File: src/rtl/tri_setup.sv
// Triangle setup: turns three screen-space vertices into packed edge-equation
// words {A, B, C}, normalises winding and commits only on frame_start.
module tri_setup #(
  parameter int CW = 18,
  parameter int XW = 10
) (
  input  logic            vga_clk,
  input  logic            vga_rst,
  input  logic            in_valid,
  output logic            in_ready,
  input  logic [XW-1:0]   in_x0,
  input  logic [XW-1:0]   in_y0,
  input  logic [XW-1:0]   in_x1,
  input  logic [XW-1:0]   in_y1,
  input  logic [XW-1:0]   in_x2,
  input  logic [XW-1:0]   in_y2,
  input  logic            frame_start,
  output logic [3*CW-1:0] e0,
  output logic [3*CW-1:0] e1,
  output logic [3*CW-1:0] e2,
  output logic            busy,
  output logic            updated,
  output logic            degenerate,
  output logic            err
);

  localparam int DW = XW + 1;
  localparam int PW = 2*XW + 3;
  localparam int EW = 3*CW;
  localparam logic [EW-1:0] NOHIT = {{(2*CW){1'b0}}, {CW{1'b1}}};

  typedef enum logic [2:0] {IDLE, MUL, SUM, FIX, PENDING} state_t;
  state_t state, state_nx;

  logic [XW-1:0]          vx [3];
  logic [XW-1:0]          vy [3];
  logic [2:0]             cnt;
  logic signed [DW-1:0]   da [3];
  logic signed [DW-1:0]   db [3];
  logic signed [PW-1:0]   prod [6];
  logic signed [PW-1:0]   cc [3];
  logic signed [PW-1:0]   area;
  logic [EW-1:0]          pend [3];
  logic                   pend_degen;
  logic [XW-1:0]          ma, mb;
  logic signed [2*DW-1:0] mp;
  logic signed [PW-1:0]   fld [9];
  logic                   fit;

  // Single shared multiplier; operand pair chosen by the MUL step counter.
  always_comb begin
    ma = vx[0];
    mb = vy[1];
    case (cnt)
      3'd1: begin ma = vx[1]; mb = vy[0]; end
      3'd2: begin ma = vx[1]; mb = vy[2]; end
      3'd3: begin ma = vx[2]; mb = vy[1]; end
      3'd4: begin ma = vx[2]; mb = vy[0]; end
      3'd5: begin ma = vx[0]; mb = vy[2]; end
      default: ;
    endcase
    mp = $signed({1'b0, ma}) * $signed({1'b0, mb});
  end

  // Fields in A,B,C order per edge, winding-normalised, then range-checked.
  always_comb begin
    fit = 1'b1;
    for (int unsigned i = 0; i < 3; i++) begin
      fld[3*i]   = {{(PW-DW){da[i][DW-1]}}, da[i]};
      fld[3*i+1] = {{(PW-DW){db[i][DW-1]}}, db[i]};
      fld[3*i+2] = cc[i];
    end
    if (area[PW-1]) begin
      for (int unsigned k = 0; k < 9; k++) fld[k] = -fld[k];
    end
    for (int unsigned k = 0; k < 9; k++) begin
      if (!(fld[k][PW-1:CW-1] == '0 || fld[k][PW-1:CW-1] == '1)) fit = 1'b0;
    end
  end

  always_ff @(posedge vga_clk) begin
    if (vga_rst) state <= IDLE;
    else         state <= state_nx;
  end

  always_comb begin
    state_nx = state;
    case (state)
      IDLE:    if (in_valid) state_nx = MUL;
      MUL:     if (cnt == 3'd5) state_nx = SUM;
      SUM:     state_nx = FIX;
      FIX:     state_nx = fit ? PENDING : IDLE;
      PENDING: if (frame_start) state_nx = IDLE;
      default: state_nx = IDLE;
    endcase
  end

  always_comb begin
    in_ready = (state == IDLE);
    busy     = (state != IDLE);
  end

  always_ff @(posedge vga_clk) begin
    if (vga_rst) begin
      e0         <= NOHIT;
      e1         <= '0;
      e2         <= '0;
      updated    <= 1'b0;
      degenerate <= 1'b0;
      err        <= 1'b0;
      cnt        <= '0;
    end else begin
      updated    <= 1'b0;
      degenerate <= 1'b0;
      err        <= 1'b0;
      case (state)
        IDLE: begin
          cnt <= '0;
          if (in_valid) begin
            vx[0] <= in_x0; vy[0] <= in_y0;
            vx[1] <= in_x1; vy[1] <= in_y1;
            vx[2] <= in_x2; vy[2] <= in_y2;
          end
        end
        MUL: begin
          prod[cnt] <= {{(PW-2*DW){mp[2*DW-1]}}, mp};
          cnt       <= cnt + 3'd1;
          da[0] <= $signed({1'b0, vy[0]}) - $signed({1'b0, vy[1]});
          da[1] <= $signed({1'b0, vy[1]}) - $signed({1'b0, vy[2]});
          da[2] <= $signed({1'b0, vy[2]}) - $signed({1'b0, vy[0]});
          db[0] <= $signed({1'b0, vx[1]}) - $signed({1'b0, vx[0]});
          db[1] <= $signed({1'b0, vx[2]}) - $signed({1'b0, vx[1]});
          db[2] <= $signed({1'b0, vx[0]}) - $signed({1'b0, vx[2]});
        end
        SUM: begin
          cc[0] <= prod[0] - prod[1];
          cc[1] <= prod[2] - prod[3];
          cc[2] <= prod[4] - prod[5];
          area  <= (prod[0] - prod[1]) + (prod[2] - prod[3]) + (prod[4] - prod[5]);
        end
        FIX: begin
          if (fit) begin
            pend[0]    <= {fld[0][CW-1:0], fld[1][CW-1:0], fld[2][CW-1:0]};
            pend[1]    <= {fld[3][CW-1:0], fld[4][CW-1:0], fld[5][CW-1:0]};
            pend[2]    <= {fld[6][CW-1:0], fld[7][CW-1:0], fld[8][CW-1:0]};
            pend_degen <= (area == '0);
          end else begin
            err <= 1'b1;
          end
        end
        PENDING: begin
          if (frame_start) begin
            updated <= 1'b1;
            if (pend_degen) begin
              e0         <= NOHIT;
              e1         <= '0;
              e2         <= '0;
              degenerate <= 1'b1;
            end else begin
              e0 <= pend[0];
              e1 <= pend[1];
              e2 <= pend[2];
            end
          end
        end
        default: ;
      endcase
    end
  end

endmodule

File: config.mk
export PLATFORM = sky130hd
export DESIGN_NAME = tri_setup
export DESIGN_NICKNAME = d
export VERILOG_FILES = /design/src/rtl/tri_setup.sv
export SDC_FILE = /design/constraint.sdc
export NUM_CORES = 1
export LEC_CHECK = 0
export ABC_AREA = 1
export BUFFER_PORTS_ARGS = -buffer_cell sky130_fd_sc_hd__buf_2
export CORE_MARGIN = 5
export CORE_UTILIZATION = 55
export DETAILED_ROUTE_END_ITERATION = 10
export MAX_ROUTING_LAYER = met4
export PLACE_DENSITY = 0.73
export SLEW_MARGIN = 20
export SYNTH_ARGS = -nofsm -noshare
export SYNTH_HDL_FRONTEND = slang
export SYNTH_SLANG_ARGS = --single-unit
File: constraint.sdc
create_clock -name vga_clk -period 33.6 [get_ports vga_clk]
set_clock_uncertainty 0.15 [all_clocks]
set_input_delay 5.04 -clock vga_clk [delete_from_list [all_inputs] [get_ports vga_clk]]
set_output_delay 5.04 -clock vga_clk [all_outputs]
set_load 0.02 [all_outputs]
==> results.md <==
* PD cells at 78.72 nW/um2
* Synthesis-to-finish area growth at 12.63%
* Worst setup SP type: flip-flop
* Cell taking the most area after synthesis: edfxtp_1
* Pre-antenna DRT Iters at 7
* FFs w/ async S/R, synth at 0
* Die Width at 263.9 um
* CTS buffer count at 72
* Gpl congestion at 0.9825
* DRC viols at 0
* Net Count, Synth at 3,916
* RR Endpoint: prod[1][18]
* Clock Sink Count at 672
* Hold Crit Endpoint: e2[19]
* CP dominant cell by count: inv_1
* Yosys reg bits at 672
* Vias in the first global route at 24,000
* WP depth at 29
* Global-route usage over all layers at 0.2474
* Worst-Margin Slew at 1.062 ns
* Port bufs at 230
* Hold Crit Class: flip-flop to flip-flop
* GR Overflow Total at 0
* Syn. warnings at 0
* Crit path buffers/inverters at 8
* Mean area per synthesized cell at 9.989 um2
* Hold path cells at 2
* Leak pwr at 17.85 nW
* Seq/Total Area, Yosys at 0.5209
* Post-layout minimum cycle time at 7.607 ns
* Final setup margin at 25.99 ns
* FF-to-FF Start: cnt[0]
* Maximum number of pins on one net before global-route repair at 101
* Crit path DAT at 7.77 ns
* Fmax at 131.5 MHz
* Core Area at 64,120 um2
* Site Rows at 93
* Fin. max-slew vios at 0
* Endpoints failing setup at 0
* CTS Buffer Depth at 3
* Die ar. at 69,640 um2
* Max-Cap Viols at 0
* Die Ht at 263.9 um
* Global-route wire length before repair at 133.9 mm
* R2R Setup Slk at 25.99 ns
* Final #Nets at 4,150
* TritonCTS clock tree: done
* RSZ-0062 raised after global routing: false
* Worst EP required at 33.76 ns
* Peak supply drop at 0.1206 mV
* Post-synth top area share at 0.4244
* HPWL Detailed at 63.65 mm
* Post-synth top flop: edfxtp_1
* Vias per std cell at 5.424
* Cts repair resizes at 0
* Layout cells sized above 1 at 0.1130
* Fin crit share at 0.2264
* Post-Syn Area at 35,450 um2
* H-tree levels at 3
* Mapped Cells at 3,549
* CTS root buf: clkbuf_16
* Filler cells at 5,190
* Status: complete, no violations
* Reg2Reg Depth at 29
* Wire per inst at 18.09 um
* Initial Util at 0.5529
* EDFF count, synth at 501
* Slew HR at 0.2918
* IO Pins at 231
* Place WS at 25.60 ns
* Top cells by area, synth: edfxtp_1, dfxtp_1, ha_1
* Worst skew pair latency at 0.63 ns
* Overall routed net length at 85.00 mm
* Detailed-route via count at 25,490
* Final-report hold violation count at 0
* CP Capture Type: flip-flop
* Worst Path Max Fanout at 11
* Critical Setup Path Class: flip-flop to flip-flop
* Setup TNS at 0 ns
* CTS Hold Bufs at 0
* Detail Route Antenna Nets at 0
* CP max-delay cell: o21ai_1
* CTS clock-pin slew for the worst setup and hold paths at 0.06 ns
* Antenna violations before repair at 7
* Initial DRC count at 2,666
* Synth cell types at 55
* Post-CTS setup buffer count at 0
* Min-delay src: pend[0][127]
* Worst path top cell family by delay: adder cells
* Critical path's largest stage delay at 0.75 ns
-- flip-flops by register name (all words and copies together), names as in the netlist, 3 cells and up --
signal	cells
pend	162
prod	120
cc	69
e0	54
e1	54
e2	54
da	33
db	33
vx	30
vy	30
area	23
cnt	3
state	3
-- synth_stat cells, types with 4 or more instances --
master / n
o21ai_0: 136
inv_2: 10
a21o_1: 10
o211ai_1: 7
ha_1: 209
o21bai_1: 6
o21ai_1: 4
buf_2: 18
xnor2_1: 65
nand4_1: 15
a21oi_1: 178
nor2_2: 12
a21oi_2: 10
a31oi_1: 12
nor2_1: 277
inv_1: 431
nand2_1: 609
or2_1: 6
dfxtp_1: 171
clkbuf_1: 63
buf_1: 6
a21boi_0: 5
nand3_1: 416
edfxtp_1: 501
o31ai_1: 11
nor4_1: 11
a211oi_1: 6
xor2_1: 169
o21ai_2: 4
nor3_1: 16
nand3b_1: 4
nand2_2: 10
o21ai_4: 5
o22ai_1: 12
fa_1: 94
-- kinds of logic after synthesis --
logic type                 synth area share
and+or+nand+nor                      0.1685
DFF                                  0.5209
buffers and inverters               0.05788
AOI/OAI and AO/OA                   0.06805
adders and majority gates            0.1268
xor gates and xnor gates            0.05781
-- metal layers --
metal,share of wire,GRT usage
met2,0.44,0.3623
met3,0.071,0.03493
met1,0.47,0.3686
met5,0,-
met4,0.022,0.06336
-- layout by cell type (no fill, tap or decap), types with 12 or more instances in the layout --
| cell | count |
|---|---|
| inv_1 | 430 |
| nand3_1 | 415 |
| nand2_1 | 609 |
| o22ai_1 | 12 |
| nand4_1 | 15 |
| buf_4 | 20 |
| fa_1 | 94 |
| xnor2_1 | 65 |
| nor3_1 | 14 |
| dfxtp_1 | 171 |
| clkbuf_1 | 15 |
| clkbuf_16 | 73 |
| buf_2 | 230 |
| nor2_1 | 274 |
| nor2_2 | 12 |
| edfxtp_1 | 501 |
| clkinv_2 | 13 |
| xor2_1 | 169 |
| a21oi_1 | 178 |
| a31oi_1 | 12 |
| ha_1 | 209 |
| o21ai_0 | 135 |
-- worst max path at each step --
stage | startpoint | end | slack (ns)
2_1_floorplan | vga_rst | pend[0][0] | 16.15
6_report | cnt[0] | prod[1][18] | 25.99
4_1_cts | cnt[0] | prod[1][18] | 26.09
3_5_place_dp | vga_rst | pend[0][36] | 25.60
3_3_place_gp | vga_rst | pend[0][36] | 25.62
5_1_grt | cnt[0] | prod[1][18] | 25.53
-- layout make-up --
class	count	area (um2)	share of cell area
antenna	4	10.01	0.0002507
clock buffer	93	1952	0.04888
clock inverter	39	469.2	0.01175
inverter	443	1670	0.04183
multi-input combinational	2343	14980	0.3751
sequential	672	18470	0.4625
tap	855	1070	0.02679
timing repair buffer	251	1313	0.03287
-- tightest hold or removal path, stage by stage (launching register included) --
cell,delay (ns)
edfxtp_1,0.32
nand3_1,0.07
nand2_1,0.05
-- through the flow --
stage	total power, mW	cells	area (um2)	hold WS (ns)	utilization
after floorplan	1.973	3549	35450	0.2764	-
after global placement	2.340	4564	37490	0.2931	0.5848
after detailed placement	2.354	4564	37490	0.2947	0.5848
after CTS	3.166	4696	39910	0.3027	0.6225
after global routing	3.332	4700	39930	0.3172	0.6228
final	3.143	4700	39930	0.3053	0.6228
-- power breakdown --
| group | internal, mW | switching (mW) | total [mW] |
|---|---|---|---|
| clock network | 0.472 | 0.335 | 0.807 |
| logic | 0.375 | 0.809 | 1.18 |
| registers | 1.14 | 0.0158 | 1.15 |
| total | 1.98 | 1.16 | 3.14 |
(Power assumes the default switching activity.)
